### config.mk
export PLATFORM = sky130hd
export DESIGN_NAME = ram32x4_scan_master
export DESIGN_NICKNAME = d
export VERILOG_FILES = /design/src/rtl/ram32x4_scan_master_pkg.sv /design/src/rtl/ram32x4_scan_master_scan_dwell_timer.sv /design/src/rtl/ram32x4_scan_master.sv
export SDC_FILE = /design/constraint.sdc
export NUM_CORES = 1
export LEC_CHECK = 0
export CORE_UTILIZATION = 49
export DETAILED_ROUTE_END_ITERATION = 7
export PLACE_DENSITY_LB_ADDON = 0.12
export SLEW_MARGIN = 10
export SYNTH_ARGS = -nofsm -noshare
export SYNTH_HDL_FRONTEND = slang
export SYNTH_SLANG_ARGS = --single-unit
### constraint.sdc
create_clock -name clk -period 2.1 [get_ports clk]
set_clock_uncertainty 0.05 [all_clocks]
set_input_delay 0.42 -clock clk [delete_from_list [all_inputs] [get_ports clk]]
set_output_delay 0.42 -clock clk [all_outputs]
set_load 0.005 [all_outputs]
### src/rtl/ram32x4_scan_master_pkg.sv
// Shared constants and state encoding for the 32x4 RAM scan master.
package ram32x4_scan_master_pkg;

  localparam int ADDR_W = 5;
  localparam int DATA_W = 4;
  localparam int DEPTH  = 2 ** ADDR_W;

  typedef enum logic [2:0] {
    ST_IDLE     = 3'd0,
    ST_CLEAR    = 3'd1,
    ST_WRITE    = 3'd2,
    ST_RD_ISSUE = 3'd3,
    ST_RD_WAIT  = 3'd4,
    ST_DWELL    = 3'd5
  } state_t;

endpackage

### src/rtl/ram32x4_scan_master_scan_dwell_timer.sv
// Loadable down-counter. tc is high during the last cycle of a loaded
// interval, so loading N gives exactly N cycles before the owner leaves.
module scan_dwell_timer #(
  parameter int CNT_W = 4
) (
  input  logic             clk,
  input  logic             rst,
  input  logic             load,
  input  logic [CNT_W-1:0] load_val,
  output logic             tc
);

  logic [CNT_W-1:0] cnt;

  // Reload on request, otherwise count down and rest at zero
  always_ff @(posedge clk) begin
    if (rst) begin
      cnt <= '0;
    end else if (load) begin
      cnt <= load_val;
    end else if (cnt != '0) begin
      cnt <= cnt - CNT_W'(1);
    end
  end

  assign tc = (cnt == CNT_W'(1));

endmodule

### src/rtl/ram32x4_scan_master.sv
// Initiator for a registered-input 32x4 RAM: clear pass, single manual
// writes and an ordered scan that holds each location on disp_* for DWELL
// cycles. RD_LAT must be >= 2 and DWELL >= 1; every output is registered.
module ram32x4_scan_master
  import ram32x4_scan_master_pkg::*;
#(
  parameter int RD_LAT = 2,
  parameter int DWELL  = 50_000_000
) (
  input  logic              clk,
  input  logic              reset,
  input  logic              start_scan,
  input  logic              loop,
  input  logic              stop,
  input  logic              clear_req,
  input  logic              wr_req,
  input  logic [ADDR_W-1:0] wr_addr,
  input  logic [DATA_W-1:0] wr_data,
  output logic [ADDR_W-1:0] ram_addr,
  output logic [DATA_W-1:0] ram_wdata,
  output logic              ram_write,
  input  logic [DATA_W-1:0] ram_rdata,
  output logic [ADDR_W-1:0] disp_addr,
  output logic [DATA_W-1:0] disp_data,
  output logic              disp_valid,
  output logic              busy,
  output logic              done
);

  localparam int                TMR_W      = $clog2(DWELL + 1);
  localparam logic [ADDR_W-1:0] LAST_ADDR  = ADDR_W'(DEPTH - 1);
  localparam logic [TMR_W-1:0]  WAIT_LOAD  = TMR_W'(RD_LAT - 1);
  localparam logic [TMR_W-1:0]  DWELL_LOAD = TMR_W'(DWELL);

  state_t            state, state_nxt;
  logic [ADDR_W-1:0] ctr, ctr_nxt;
  logic [ADDR_W-1:0] ram_addr_nxt;
  logic [DATA_W-1:0] ram_wdata_nxt;
  logic              ram_write_nxt;
  logic [ADDR_W-1:0] disp_addr_nxt;
  logic [DATA_W-1:0] disp_data_nxt;
  logic              disp_valid_nxt;
  logic              done_nxt;
  logic              tmr_load;
  logic [TMR_W-1:0]  tmr_val;
  logic              tmr_tc;

  scan_dwell_timer #(
    .CNT_W (TMR_W)
  ) u_timer (
    .clk      (clk),
    .rst      (reset),
    .load     (tmr_load),
    .load_val (tmr_val),
    .tc       (tmr_tc)
  );

  // Next state and next registered output values
  always_comb begin
    state_nxt      = state;
    ctr_nxt        = ctr;
    ram_addr_nxt   = ram_addr;
    ram_wdata_nxt  = ram_wdata;
    ram_write_nxt  = 1'b0;
    disp_addr_nxt  = disp_addr;
    disp_data_nxt  = disp_data;
    disp_valid_nxt = disp_valid;
    done_nxt       = 1'b0;
    tmr_load       = 1'b0;
    tmr_val        = '0;

    case (state)
      ST_IDLE: begin
        if (clear_req) begin
          state_nxt     = ST_CLEAR;
          ctr_nxt       = '0;
          ram_addr_nxt  = '0;
          ram_wdata_nxt = '0;
          ram_write_nxt = 1'b1;
        end else if (wr_req) begin
          state_nxt     = ST_WRITE;
          ram_addr_nxt  = wr_addr;
          ram_wdata_nxt = wr_data;
          ram_write_nxt = 1'b1;
        end else if (start_scan) begin
          state_nxt    = ST_RD_ISSUE;
          ctr_nxt      = '0;
          ram_addr_nxt = '0;
        end
      end

      ST_CLEAR: begin
        if (ctr == LAST_ADDR) begin
          state_nxt      = ST_IDLE;
          disp_valid_nxt = 1'b0;
          done_nxt       = 1'b1;
        end else begin
          ctr_nxt       = ctr + ADDR_W'(1);
          ram_addr_nxt  = ctr + ADDR_W'(1);
          ram_wdata_nxt = '0;
          ram_write_nxt = 1'b1;
        end
      end

      ST_WRITE: begin
        state_nxt = ST_IDLE;
      end

      ST_RD_ISSUE: begin
        if (stop) begin
          state_nxt = ST_IDLE;
        end else begin
          state_nxt = ST_RD_WAIT;
          tmr_load  = 1'b1;
          tmr_val   = WAIT_LOAD;
        end
      end

      ST_RD_WAIT: begin
        if (stop) begin
          state_nxt = ST_IDLE;
        end else if (tmr_tc) begin
          state_nxt      = ST_DWELL;
          disp_addr_nxt  = ctr;
          disp_data_nxt  = ram_rdata;
          disp_valid_nxt = 1'b1;
          tmr_load       = 1'b1;
          tmr_val        = DWELL_LOAD;
        end
      end

      ST_DWELL: begin
        if (stop) begin
          state_nxt = ST_IDLE;
        end else if (tmr_tc) begin
          // ctr is ADDR_W bits wide, so the loop case wraps 31 -> 0 here
          if ((ctr != LAST_ADDR) || loop) begin
            state_nxt    = ST_RD_ISSUE;
            ctr_nxt      = ctr + ADDR_W'(1);
            ram_addr_nxt = ctr + ADDR_W'(1);
          end else begin
            state_nxt = ST_IDLE;
            done_nxt  = 1'b1;
          end
        end
      end

      default: begin
        state_nxt = ST_IDLE;
      end
    endcase
  end

  // State, address counter and output registers; reset clears everything
  always_ff @(posedge clk) begin
    if (reset) begin
      state      <= ST_IDLE;
      ctr        <= '0;
      ram_addr   <= '0;
      ram_wdata  <= '0;
      ram_write  <= 1'b0;
      disp_addr  <= '0;
      disp_data  <= '0;
      disp_valid <= 1'b0;
      busy       <= 1'b0;
      done       <= 1'b0;
    end else begin
      state      <= state_nxt;
      ctr        <= ctr_nxt;
      ram_addr   <= ram_addr_nxt;
      ram_wdata  <= ram_wdata_nxt;
      ram_write  <= ram_write_nxt;
      disp_addr  <= disp_addr_nxt;
      disp_data  <= disp_data_nxt;
      disp_valid <= disp_valid_nxt;
      busy       <= (state_nxt != ST_IDLE);
      done       <= done_nxt;
    end
  end

endmodule

* Word-level counts from Yosys, hierarchy flattened
Index checks and enable logic that the tools add are counted.
** Cells by class
- Add/subtract/negate cells :: 2
- Bitwise gates (word level) :: 1
- Mux-type cells :: 49
- Reduce and logical (&&, ||, !) cells :: 13
- Eq/ne operators :: 18
** Operators with widths (number)
- 26-bit 2-to-1 mux :: 4
- 26-bit case mux with 2 select lines :: 1
- 5-bit 2-to-1 mux :: 9
- 5-bit case mux with 3 select lines :: 2
- 3-bit 2-to-1 mux :: 9
- 26-bit by 1-bit == test with 1-bit output, second input constant :: 1
- 26-bit nonzero test :: 1
- 26-bit by 1-bit subtractor with 26-bit output, second input constant :: 1
- 3-bit case mux with 5 select lines :: 1
- 1-bit 2-to-1 mux :: 14
- 2-bit inequality test, second input constant :: 7
- 4-bit 2-to-1 mux :: 3
- 3-bit inequality test, second input constant :: 3
- 1-bit case mux with 2 select lines :: 4
- 4-bit case mux with 2 select lines :: 1
- 7-bit AND reduction :: 1
- 3-bit == test, second input constant :: 2
- 3-bit AND reduction :: 2
- 6-bit AND reduction :: 1
- 2-bit nonzero test :: 3
- 3-bit nonzero test :: 2
- 5-bit by 1-bit adder with 5-bit output, second input constant :: 1
- 5-bit == test, second input constant :: 1
- 5-bit inequality test, second input constant :: 1
- other kinds (8) :: 8
** Word-level totals
- Logic and storage cells :: 94
- Register bits :: 56
- Input bits :: 20

* Logic depth before layout (Yosys ltp)
Gate-level depths: netlist of run 1.
- Word-level depth :: 7
- Gate-level depth with buffers :: 8
- Gate-level depth less buffers :: 8

* Modules after synthesis
Synthesis of run 1 repeated with hierarchy kept, for this count alone.
** Unflattened totals
- Cells, all modules :: 348
- Area, all modules :: 2940.3 sq um
** Modules (own cells, without submodules)
- scan_dwell_timer :: instances 1, area an instance 1516.5 sq um, cells an instance 190, sequential area each 520.5 sq um
- ram32x4_scan_master :: instances 1, area an instance 1423.9 sq um, cells an instance 158, sequential area each 600.6 sq um

* Worst setup path after synthesis of run 1
OpenSTA, ideal clock, no wires.
- Path kind :: reg-to-reg
- From :: register ctr[0]
- To :: register ram_wdata[0]
- Clock period less this slack :: 2048 ps
- Path buffers :: 0
- Library setup time :: 66 ps
- Data arrival time :: 1932 ps
- Stages on the path, launching flop included :: 9
- Setup slack :: 52 ps
- Path through :: dfxtp_1 -> ha_1 -> and3_1 -> ha_1 -> a211oi_1 -> o31ai_1 -> nor3b_1 -> a22oi_1 -> nor2_1
** On the way
- Cells in the longest elaborated chain, start to end :: 3
** Ends and longest elaborated chain
- start: declaration :: line ram32x4_scan_master.sv:36 : logic [ADDR_W-1:0] ctr, ctr_nxt;
- start signal: assignment :: line ram32x4_scan_master.sv:169 : ctr <= ctr_nxt;
- 5-bit == test :: line ram32x4_scan_master.sv:93 : if (ctr == LAST_ADDR) begin
- 2-bit inequality test (no source line)
- 3-bit AND reduction (no source line)
- end signal: assignment :: line ram32x4_scan_master.sv:171 : ram_wdata <= ram_wdata_nxt;
- end: declaration :: line ram32x4_scan_master.sv:20 : output logic [DATA_W-1:0] ram_wdata,
No other way between the ends.
A chain may end at the register's enable or synchronous reset.

* Worst setup path after layout of run 1
- From :: register u_timer.cnt[5]
- To :: register u_timer.cnt[10]
** On the way
- Cells in the longest elaborated chain, start to end :: 5
** Ends and longest elaborated chain
- start: declaration :: line ram32x4_scan_master_scan_dwell_timer.sv:13 : logic [CNT_W-1:0] cnt;
- start signal: assignment :: line ram32x4_scan_master_scan_dwell_timer.sv:20 : cnt <= load_val;
- start signal: assignment :: line ram32x4_scan_master_scan_dwell_timer.sv:22 : cnt <= cnt - CNT_W'(1);
- branches (longest 5 deep; another with 26-bit by 1-bit subtractor with 26-bit output)
Parallel ways; which one is timed is not known. The select of a mux whose other input is x is not followed.

==> results of run 1 <==
## state kept, by name, summed over array words and instances, names as in the netlist
name         count
ram_addr         5
disp_addr        5
busy             1
done             1
disp_data        4
ram_wdata        4
u_timer.cnt     26
ctr              5
ram_write        1
state            3
disp_valid       1
## cell usage after synthesis (all sizes together) (2+ instances only)
cell / number
o41ai: 2
nor2: 37
and3: 3
nand3: 17
a211oi: 7
nor3: 17
o21ai: 16
o21a: 3
ha: 5
inv: 5
a22oi: 4
or4: 9
nor4: 9
nand4: 8
xnor2: 3
buf: 6
or3: 10
nand2: 34
and4: 2
o31ai: 7
clkbuf: 10
dfxtp: 56
a21oi: 36
a311oi: 3
or3b: 2
and2: 2
nor4b: 4
xor2: 4
o311a: 4
nor2b: 7
nand2b: 4
a31oi: 2
nor3b: 3
## where the power goes
group	internal [mW]	switching [mW]	leakage [nW]	total (mW)
Combinational	1.55	1.80	1.05	3.36
Clock	0.238	0.376	0.0445	0.614
Sequential	1.30	0.204	0.458	1.50
## metrics by stage
stage | power, mW | utilization, % | setup WS [ns]
6_report | 5.475 | 71.25 | 0.03730
5_1_grt | 5.868 | 71.25 | -0.01727
4_1_cts | 5.149 | 69.27 | 0.004257
3_5_place_dp | 4.516 | 67.56 | -0.1444
3_3_place_gp | 4.419 | 67.56 | -0.07429
2_1_floorplan | 3.279 | - | 0.05211
## tightest hold or removal path: stages (launching register included)
cell	delay [ns]
dfxtp_1	0.32
nand2_1	0.05
a21oi_1	0.05
## cell usage in the layout, fill, tap and decap left out, drive strengths merged, types with 4 or more instances in the layout
| cell | n |
|---|---|
| xor2 | 4 |
| dfxtp | 56 |
| nand4 | 8 |
| nor4 | 9 |
| nand3 | 17 |
| nor2 | 37 |
| inv | 6 |
| nor4b | 4 |
| a211oi | 7 |
| or3 | 10 |
| a21oi | 36 |
| o311a | 4 |
| or4 | 9 |
| clkdlybuf4s50 | 41 |
| buf | 60 |
| nand2 | 34 |
| o21ai | 16 |
| nor2b | 7 |
| clkbuf | 5 |
| a22oi | 4 |
| o31ai | 7 |
| nand2b | 4 |
| ha | 5 |
| nor3 | 17 |
## layout make-up
type / instances / share of cell area (%)
clock buffers: 5 / 1.733
clock inverters: 3 / 0.5356
inverters: 5 / 0.4726
multi-input cells: 276 / 44.68
flip-flops and latches: 56 / 28.39
well taps: 72 / 2.268
repair buffers: 101 / 21.93
## routing by layer
| metal | up-vias | global-route usage [%] |
|---|---|---|
| met3 | 15 | 3.793 |
| met4 | 0 | 6.111 |
| met5 | - | 0 |
| li1 | 1507 | - |
| met2 | 94 | 49.13 |
| met1 | 1434 | 30.01 |
## final timing paths
kind / slack [ns] / startpoint / endpoint
max reg2reg: 0.04 / u_timer.cnt[5] / u_timer.cnt[10]
max: 0.04 / u_timer.cnt[5] / u_timer.cnt[10]
min reg2reg: 0.41 / disp_data[2] / disp_data[2]
min: 0.41 / disp_data[2] / disp_data[2]
## kinds of logic (layout without fill, tap and decap cells)
group                    Yosys count  after routing
flip-flops                        56             56
buffers and inverters             21            114
AO/OA/AOI/OAI                     90             90
multiplexers                       1              1
XOR/XNOR                           7              7
AND/OR/NAND/NOR                  173            173
adder cells (fa/ha/maj)            5              5
## timing repair
| item | 4_1_cts | 5_1_grt |
|---|---|---|
| gates resized for setup | 2 | 26 |
| pin swaps | 1 | 10 |
| hold buffers | 0 | 0 |
| setup endpoints to repair | 6 | 40 |
| cloned | 0 | 1 |
==> impl_metrics.yaml, run 1 <==
outcome:
  status: "complete, no violations"
cells_and_area:
  multi_input_area_mm2: 0.001774
  regArea_mm2: 0.001127
  final.fill_count: 468
  layout-drive-gt1-share_pct: 21.97
  final_net_count: 470
  final_cells: 518
  areaGrowthSynthToFinish_pct: 37.64
  design_area_mm2: 0.003971
  n_antenna_cell: 0
yosys:
  synthArstFlopShare_pct: 0
  synth_xor_area_share_pct: 2.125
  synth_cell_type_count: 56
  synth_area_leader_cell: "dfxtp_1"
  synth_fa_ha_area_share_pct: 2.168
  syn-cell-area_mm2: 0.002885
  syn_inst: 353
  synth_edf_count: 0
  yosysWarnings: 0
  synth-seq-area-share_pct: 38.86
  syn_area_per_cell_um2: 8.174
  synth-simple-area-share_pct: 33.30
  synth_top_family_by_area: "simple AND/OR/NAND/NOR gates"
  muxShareOfSynthArea_pct: 0.3469
  synth_compound_area_share_pct: 19.95
  synthTopCellsByArea: "dfxtp_1, a21oi_1, nor2_1"
  synthFlopType: "dfxtp_1"
  syn-num-nets: 378
  yosysTopAreaCellShare_pct: 38.86
  ys_ff_latch: 56
floorplan:
  die_h_um: 78.74
  boundaryPins: 42
  start_util_pct: 51.76
  rows: 27
  dieWidth_um: 78.74
  dieArea_mm2: 0.006199
  core-area_mm2: 0.005574
place:
  globalplace.congestion: 0.8922
  portBuffers: 41
  post-place-cells: 509
  place_area_mm2: 0.003766
  dp_hpwl_um: 5828
route:
  highest_layer: "met4"
  wl_um: 8001
  met2_length_um: 4061
  drt-vias-per-instance: 5.888
  drt_iter0_markers: 179
  postRouteAntennaNets: 0
  wire_per_inst_um: 15.45
  drt-pass1-iter-count: 5
  wl_met3_um: 304
  num_vias: 3050
  wl_met1_um: 3489
  drc: 0
clock_tree:
  clk_latency_ns: 0.32
  cts_buffer_depth: 2
  clkSinkCount: 56
  post_cts_buffers: 0
  cts_buffers: 5
  clk_pin_slew_ns: 0.11
  cts_max_level: 2
  cts_root_buf: "clkbuf_8"
  cts_tree: "done"
power:
  p_per_area_mw_per_mm2: 1379
  p_leak_nw: 1.557
  peakVddDrop_mv: 0.7992
grt:
  grt_pass1_vias: 2811
  grt_pass1_wl_um: 12630
  grt_max_degree: 25
  track_usage_pct: 25.83
  antenna_found_initial: 0
  grt.overflow.total: 0
worst_setup_path:
  worstPathMaxFanout: 5
  critPathBufInv: 0
  worst_setup_path_start_kind: "flip-flop"
  crit_arrival_ns: 2.26
  cpPeakStageDelay_ns: 0.59
  setup.worst_path.class: "reg2reg"
  path_cells: "or4_4, or3_1, or4_1, a21oi_2"
  critPathRequiredTime_ns: 2.30
  endpoint_kind: "flip-flop"
  cpLargestDelayFamily: "simple AND/OR/NAND/NOR gates"
  path_depth: 4
  slowest_stage: "or4_4"
  worst-r2r-cell-count: 4
worst_hold_path:
  hp-class: "reg2reg"
  hold-path-cell-count: 2
timing:
  holdWs_ns: 0.4073
  slew_headroom_pct: 62.93
  tightest_slew_ns: 0.5510
  fin_tns_setup_ns: 0
  final-hold-violation-count: 0
  timing.fmax_ghz: 0.4848
  finalSetupViolations: 0
  finalMaxSlewViolations: 0
  min_period_over_period_pct: 98.22
  rsz0062_at_grt: "true"
  min_period_ns: 2.063
job:
  drv_cap: 0
No activity file was read; power rests on OpenSTA's default activity.
==> inputs of run 2 (changes only) <==
--- a/config.mk
+++ b/config.mk
@@ -7,7 +7,9 @@
 export LEC_CHECK = 0
 export CORE_UTILIZATION = 49
 export DETAILED_ROUTE_END_ITERATION = 7
+export HOLD_SLACK_MARGIN = 0.06
 export PLACE_DENSITY_LB_ADDON = 0.12
+export REMOVE_ABC_BUFFERS = 1
 export SLEW_MARGIN = 10
 export SYNTH_ARGS = -nofsm -noshare
 export SYNTH_HDL_FRONTEND = slang
==> run 2 against run 1 <==
  * The run now ends with setup timing left
  * Largest power group unchanged
  * Clock power decreased by 3%
  * Power increased by 7.0%
  * Critical endpoint is now ctr[4]
  * Critical path depth up 3
  * Routed wire length up 7.8%
  * Die area did not move
  * Worst setup slack worse by 0.068 ns
  * Utilization rose by 2.7 points
  * Sequential power is essentially flat
==> impl_metrics.yaml, run 2 (same netlist as run 1, synthesis figures left out) <==
cells_and_area:
  layout_common_cells: "buf_4, dfxtp_1, clkdlybuf4s50_1"
  final.fill_count: 455
  layout_commonest_cell: "buf_4"
  n_antenna_cell: 0
  design_area_mm2: 0.004124
  layout-drive-gt1-share_pct: 25.00
  largest_reg_flops: 26
  top_register: "u_timer.cnt"
  utilization_pct: 73.98
  final_net_count: 485
  areaGrowthSynthToFinish_pct: 42.93
worst_setup_path:
  setup.worst_path.class: "reg2reg"
  endpoint_kind: "flip-flop"
  worst_setup_path_start_kind: "flip-flop"
  critPathRequiredTime_ns: 2.30
  worstPathMaxFanout: 5
  crit_arrival_ns: 2.33
clock_tree:
  clk_latency_ns: 0.31
  cts_root_buf: "clkbuf_8"
  cts_buffers: 5
  clkSinkCount: 56
  cts_tree: "done"
  cts_buffer_depth: 2
  cts_hold_buf: 0
  clk_pin_slew_ns: 0.10
  cts_max_level: 2
floorplan:
  dieArea_mm2: 0.006199
  rows: 27
  start_util_pct: 51.76
  die_h_um: 78.74
  core-area_mm2: 0.005574
  dieWidth_um: 78.74
  boundaryPins: 42
place:
  portBuffers: 41
  place_area_mm2: 0.003844
  globalplace.congestion: 0.8731
  dp_hpwl_um: 5933
route:
  postRouteAntennaNets: 0
  drc: 0
  drt-pass1-iter-count: 4
  wire_per_inst_um: 16.21
  drt_iter0_markers: 196
  wl_um: 8624
  drt-vias-per-instance: 5.923
  num_vias: 3151
grt:
  grt_max_degree: 21
  grt_pass1_wl_um: 13260
  track_usage_pct: 27.02
  grt_pass1_vias: 2923
  grt.overflow.total: 0
  antenna_found_initial: 0
power:
  p_per_area_mw_per_mm2: 1420
  power.share.clock_pct: 10.1
  p_sw_share_pct: 42.91
  switching_power_mw: 2.513
  intPower_mw: 3.343
  peakVddDrop_mv: 1.101
  combPwrFrac_pct: 64.1
  p_leak_nw: 1.645
  seq_power_share_pct: 25.8
worst_hold_path:
  hp-class: "reg2reg"
timing:
  final-hold-violation-count: 0
  finalMaxSlewViolations: 0
  rsz0062_at_grt: "true"
  slew_headroom_pct: 64.40
  final.setup.worst_slack_ns: -0.03024
  min_period_over_period_pct: 101.4
  timing.fmax_ghz: 0.4694
  min_period_ns: 2.130
  finalSetupViolations: 2
  tightest_slew_ns: 0.5283
outcome:
  violations: "setup timing"
  status: "finished with violations"
job:
  drv_cap: 0
run 2: final cells by class:
class / instances / area (um^2) / area share (%)
tap: 72 / 90.09 / 2.184
timing repair buffer: 116 / 1021 / 24.76
clock inverter: 2 / 12.51 / 0.3034
sequential: 56 / 1127 / 27.34
multi-input combinational: 276 / 1785 / 43.29
clock buffer: 5 / 68.82 / 1.669
inverter: 5 / 18.77 / 0.4551
run 2: timing repair:
action	4_1_cts	5_1_grt
gates cloned	0	1
buffers inserted	0	8
setup endpoints to repair	15	30
resized for setup	2	35
pin swaps	2	12
run 2: worst paths after layout:
kind / cells after the start / from / endpoint / slack (ns)
max: 7 / ctr[1] / ctr[4] / -0.03
min: 2 / disp_addr[3] / disp_addr[3] / 0.41
max reg2reg: 7 / ctr[1] / ctr[4] / -0.03
min reg2reg: 2 / disp_addr[3] / disp_addr[3] / 0.41
run 2: power by group through the flow:
stage | Sequential [mW] | Combinational [mW] | Clock [mW]
final | 1.51 | 3.75 | 0.594
after global routing | 1.54 | 4.05 | 0.635
after CTS | 1.48 | 3.26 | 0.597
after detailed placement | 1.50 | 3.17 | 0
after global placement | 1.49 | 3.11 | 0
after floorplan | 1.55 | 1.69 | 0
run 2: per-layer routing:
layer | GRT usage (%) | vias up | part of all wire [%]
met5 | 0 | - | 0
met4 | 9.815 | 0 | 2.1
met3 | 4.483 | 19 | 3.5
met2 | 49.39 | 73 | 52
met1 | 31.42 | 1529 | 42
li1 | - | 1530 | -
run 2: per-stage QoR:
stage	std cells	hold slack [ns]	worst slack, ns	TNS, ns	total power, mW
global route	532	0.4218	-0.1438	-1.141	6.224
global placement	516	0.3887	-0.08963	-1.222	4.601
CTS	523	0.4088	-0.06206	-0.3628	5.340
finish	532	0.4064	-0.03024	-0.03236	5.856
floorplan	337	0.3922	-0.1785	-1.583	3.245
detailed placement	516	0.3943	-0.1350	-2.204	4.671
run 2: critical path, stage by stage, from the launching register on:
cell	delay (ns)
dfxtp_1	0.35
ha_1	0.21
and3_1	0.19
ha_1	0.23
o21ai_0	0.23
nand3_2	0.24
or3_4	0.43
a21oi_2	0.13
==> inputs of run 3 (changes only) <==
--- a/config.mk
+++ b/config.mk
@@ -5,6 +5,7 @@
 export SDC_FILE = /design/constraint.sdc
 export NUM_CORES = 1
 export LEC_CHECK = 0
+export CORE_MARGIN = 8
 export CORE_UTILIZATION = 49
 export DETAILED_ROUTE_END_ITERATION = 7
 export HOLD_SLACK_MARGIN = 0.06
==> run 3 against run 2 <==
  * The flow now finishes without violations
  * Non-clock buffer count is 9 lower
  * Clock-buffer cell count did not move
  * Maximum frequency grew 3.6%
  * Sequential share of layout area rose by 0.34 points
  * First-iteration DRC count decreased by 34%
==> impl_metrics.yaml, run 3 (same netlist as run 1, synthesis figures left out) <==
timing:
  fin_tns_setup_ns: 0
  finalMaxSlewViolations: 0
  rsz0062_at_grt: "true"
  final-hold-violation-count: 0
  min_period_over_period_pct: 97.88
  tightest_slew_ns: 0.5896
  slew_headroom_pct: 60.33
  timing.fmax_ghz: 0.4865
  finalSetupViolations: 0
  min_period_ns: 2.056
power:
  power.total_mw: 5.786
  p_leak_nw: 1.587
  p_per_area_mw_per_mm2: 1425
  peakVddDrop_mv: 0.8426
cells_and_area:
  final_cells: 527
  largest_reg_flops: 26
  top_register: "u_timer.cnt"
  layout_commonest_cell: "buf_4"
  design_area_mm2: 0.004060
  utilization_pct: 69.82
  layout_common_cells: "buf_4, dfxtp_1, clkdlybuf4s50_1"
  n_antenna_cell: 0
  areaGrowthSynthToFinish_pct: 40.72
  final_net_count: 476
  layout-drive-gt1-share_pct: 23.23
  final.fill_count: 507
floorplan:
  rows: 28
  dieWidth_um: 92.74
  core-area_mm2: 0.005816
  dieArea_mm2: 0.008600
  start_util_pct: 49.61
  die_h_um: 92.74
  boundaryPins: 42
clock_tree:
  clkSinkCount: 56
  cts_tree: "done"
  cts_root_buf: "clkbuf_8"
  clk_latency_ns: 0.32
  cts_buffers: 5
  cts_hold_buf: 0
  cts_max_level: 2
  clk_pin_slew_ns: 0.11
  cts_buffer_depth: 2
place:
  globalplace.congestion: 0.8671
  place_area_mm2: 0.003797
  post-place-cells: 514
  dp_hpwl_um: 6080
  portBuffers: 41
worst_setup_path:
  crit_arrival_ns: 2.27
  cpPeakStageDelay_ns: 0.58
  endpoint_kind: "flip-flop"
  critPathCapture: "done"
  critPathRequiredTime_ns: 2.31
  setup.worst_path.class: "reg2reg"
  slowest_stage: "or4_1"
  worstPathMaxFanout: 4
  worstReg2RegStart: "u_timer.cnt[4]"
  reg2reg_setup_slack_ns: 0.04
  worst-r2r-cell-count: 7
  worst_path_most_repeated_cell: "buf_4"
  worst_setup_path_start_kind: "flip-flop"
  startpoint: "u_timer.cnt[4]"
  worstReg2RegEnd: "done"
  path_cells: "buf_4, nor4_4, buf_4, nand3_1, or4_1, o21ai_1, and4_1"
route:
  wire_per_inst_um: 16.10
  drt_iter0_markers: 130
  drt-vias-per-instance: 5.922
  num_vias: 3121
  wl_um: 8484
  drt-pass1-iter-count: 5
  postRouteAntennaNets: 0
  drc: 0
grt:
  track_usage_pct: 19.15
  grt_max_degree: 22
  grt_pass1_vias: 3037
  antenna_found_initial: 0
  grt_pass1_wl_um: 13790
  grt.overflow.total: 0
outcome:
  status: "complete, no violations"
job:
  drv_cap: 0
worst_hold_path:
  hp-class: "reg2reg"
  hold-path-cell-count: 2
[run 3: worst min-delay path by stage]
stage | from | end | slack [ns]
after floorplan | disp_addr[0] | disp_addr[0] | 0.39
final | disp_data[2] | disp_data[2] | 0.41
after detailed placement | disp_data[2] | disp_data[2] | 0.40
after CTS | disp_addr[1] | disp_addr[1] | 0.41
after global routing | disp_valid | disp_valid | 0.44
after global placement | disp_data[0] | disp_data[0] | 0.39
[run 3: cell type report]
type	instances	area [um^2]	share of cell area, %
multi-input cells	276	1775	43.73
repair buffers	107	932.1	22.96
well taps	75	93.84	2.311
clock buffers	5	68.82	1.695
clock inverters	3	47.55	1.171
flip-flops and latches	56	1124	27.67
inverters	5	18.77	0.4623
[run 3: metrics by stage]
stage	hold slack (ns)	setup WS [ns]
final	0.4100	0.04442
after CTS	0.4129	0.01570
after detailed placement	0.3969	-0.1035
after floorplan	0.3922	-0.1785
after global routing	0.4363	-0.04093
after global placement	0.3885	-0.03899
[run 3: routing by layer]
layer | vias to the layer above | wire length, um | GRT usage [%]
li1 | 1519 | - | -
met1 | 1489 | 3525 | 22.50
met2 | 94 | 4370 | 34.21
met3 | 19 | 406 | 3.155
met4 | 0 | 181 | 6.711
met5 | - | 0 | 0
[run 3: what timing repair did]
item | in CTS | in global routing
pin swaps | 1 | 13
setup buffers | 1 | 3
endpoints found under the hold margin | 0 | 0
setup endpoints to repair | 5 | 30
cloned | 0 | 1
gates resized for setup | 1 | 27
[run 3: where the power goes]
| group | switching (mW) | internal (mW) | total (mW) | leakage (nW) |
|---|---|---|---|---|
| Clock | 0.375 | 0.360 | 0.735 | 0.0583 |
| Sequential | 0.221 | 1.30 | 1.52 | 0.457 |
| Combinational | 1.84 | 1.70 | 3.53 | 1.07 |
[run 3: worst max-delay path: cells and delay by family, from the launching register on]
| kind | cells | cell delay [ns] |
|---|---|---|
| buffers and inverters | 2 | 0.32 |
| AND/OR/NAND/NOR | 4 | 1.14 |
| AO/OA/AOI/OAI | 1 | 0.14 |
| flip-flops | 1 | 0.35 |
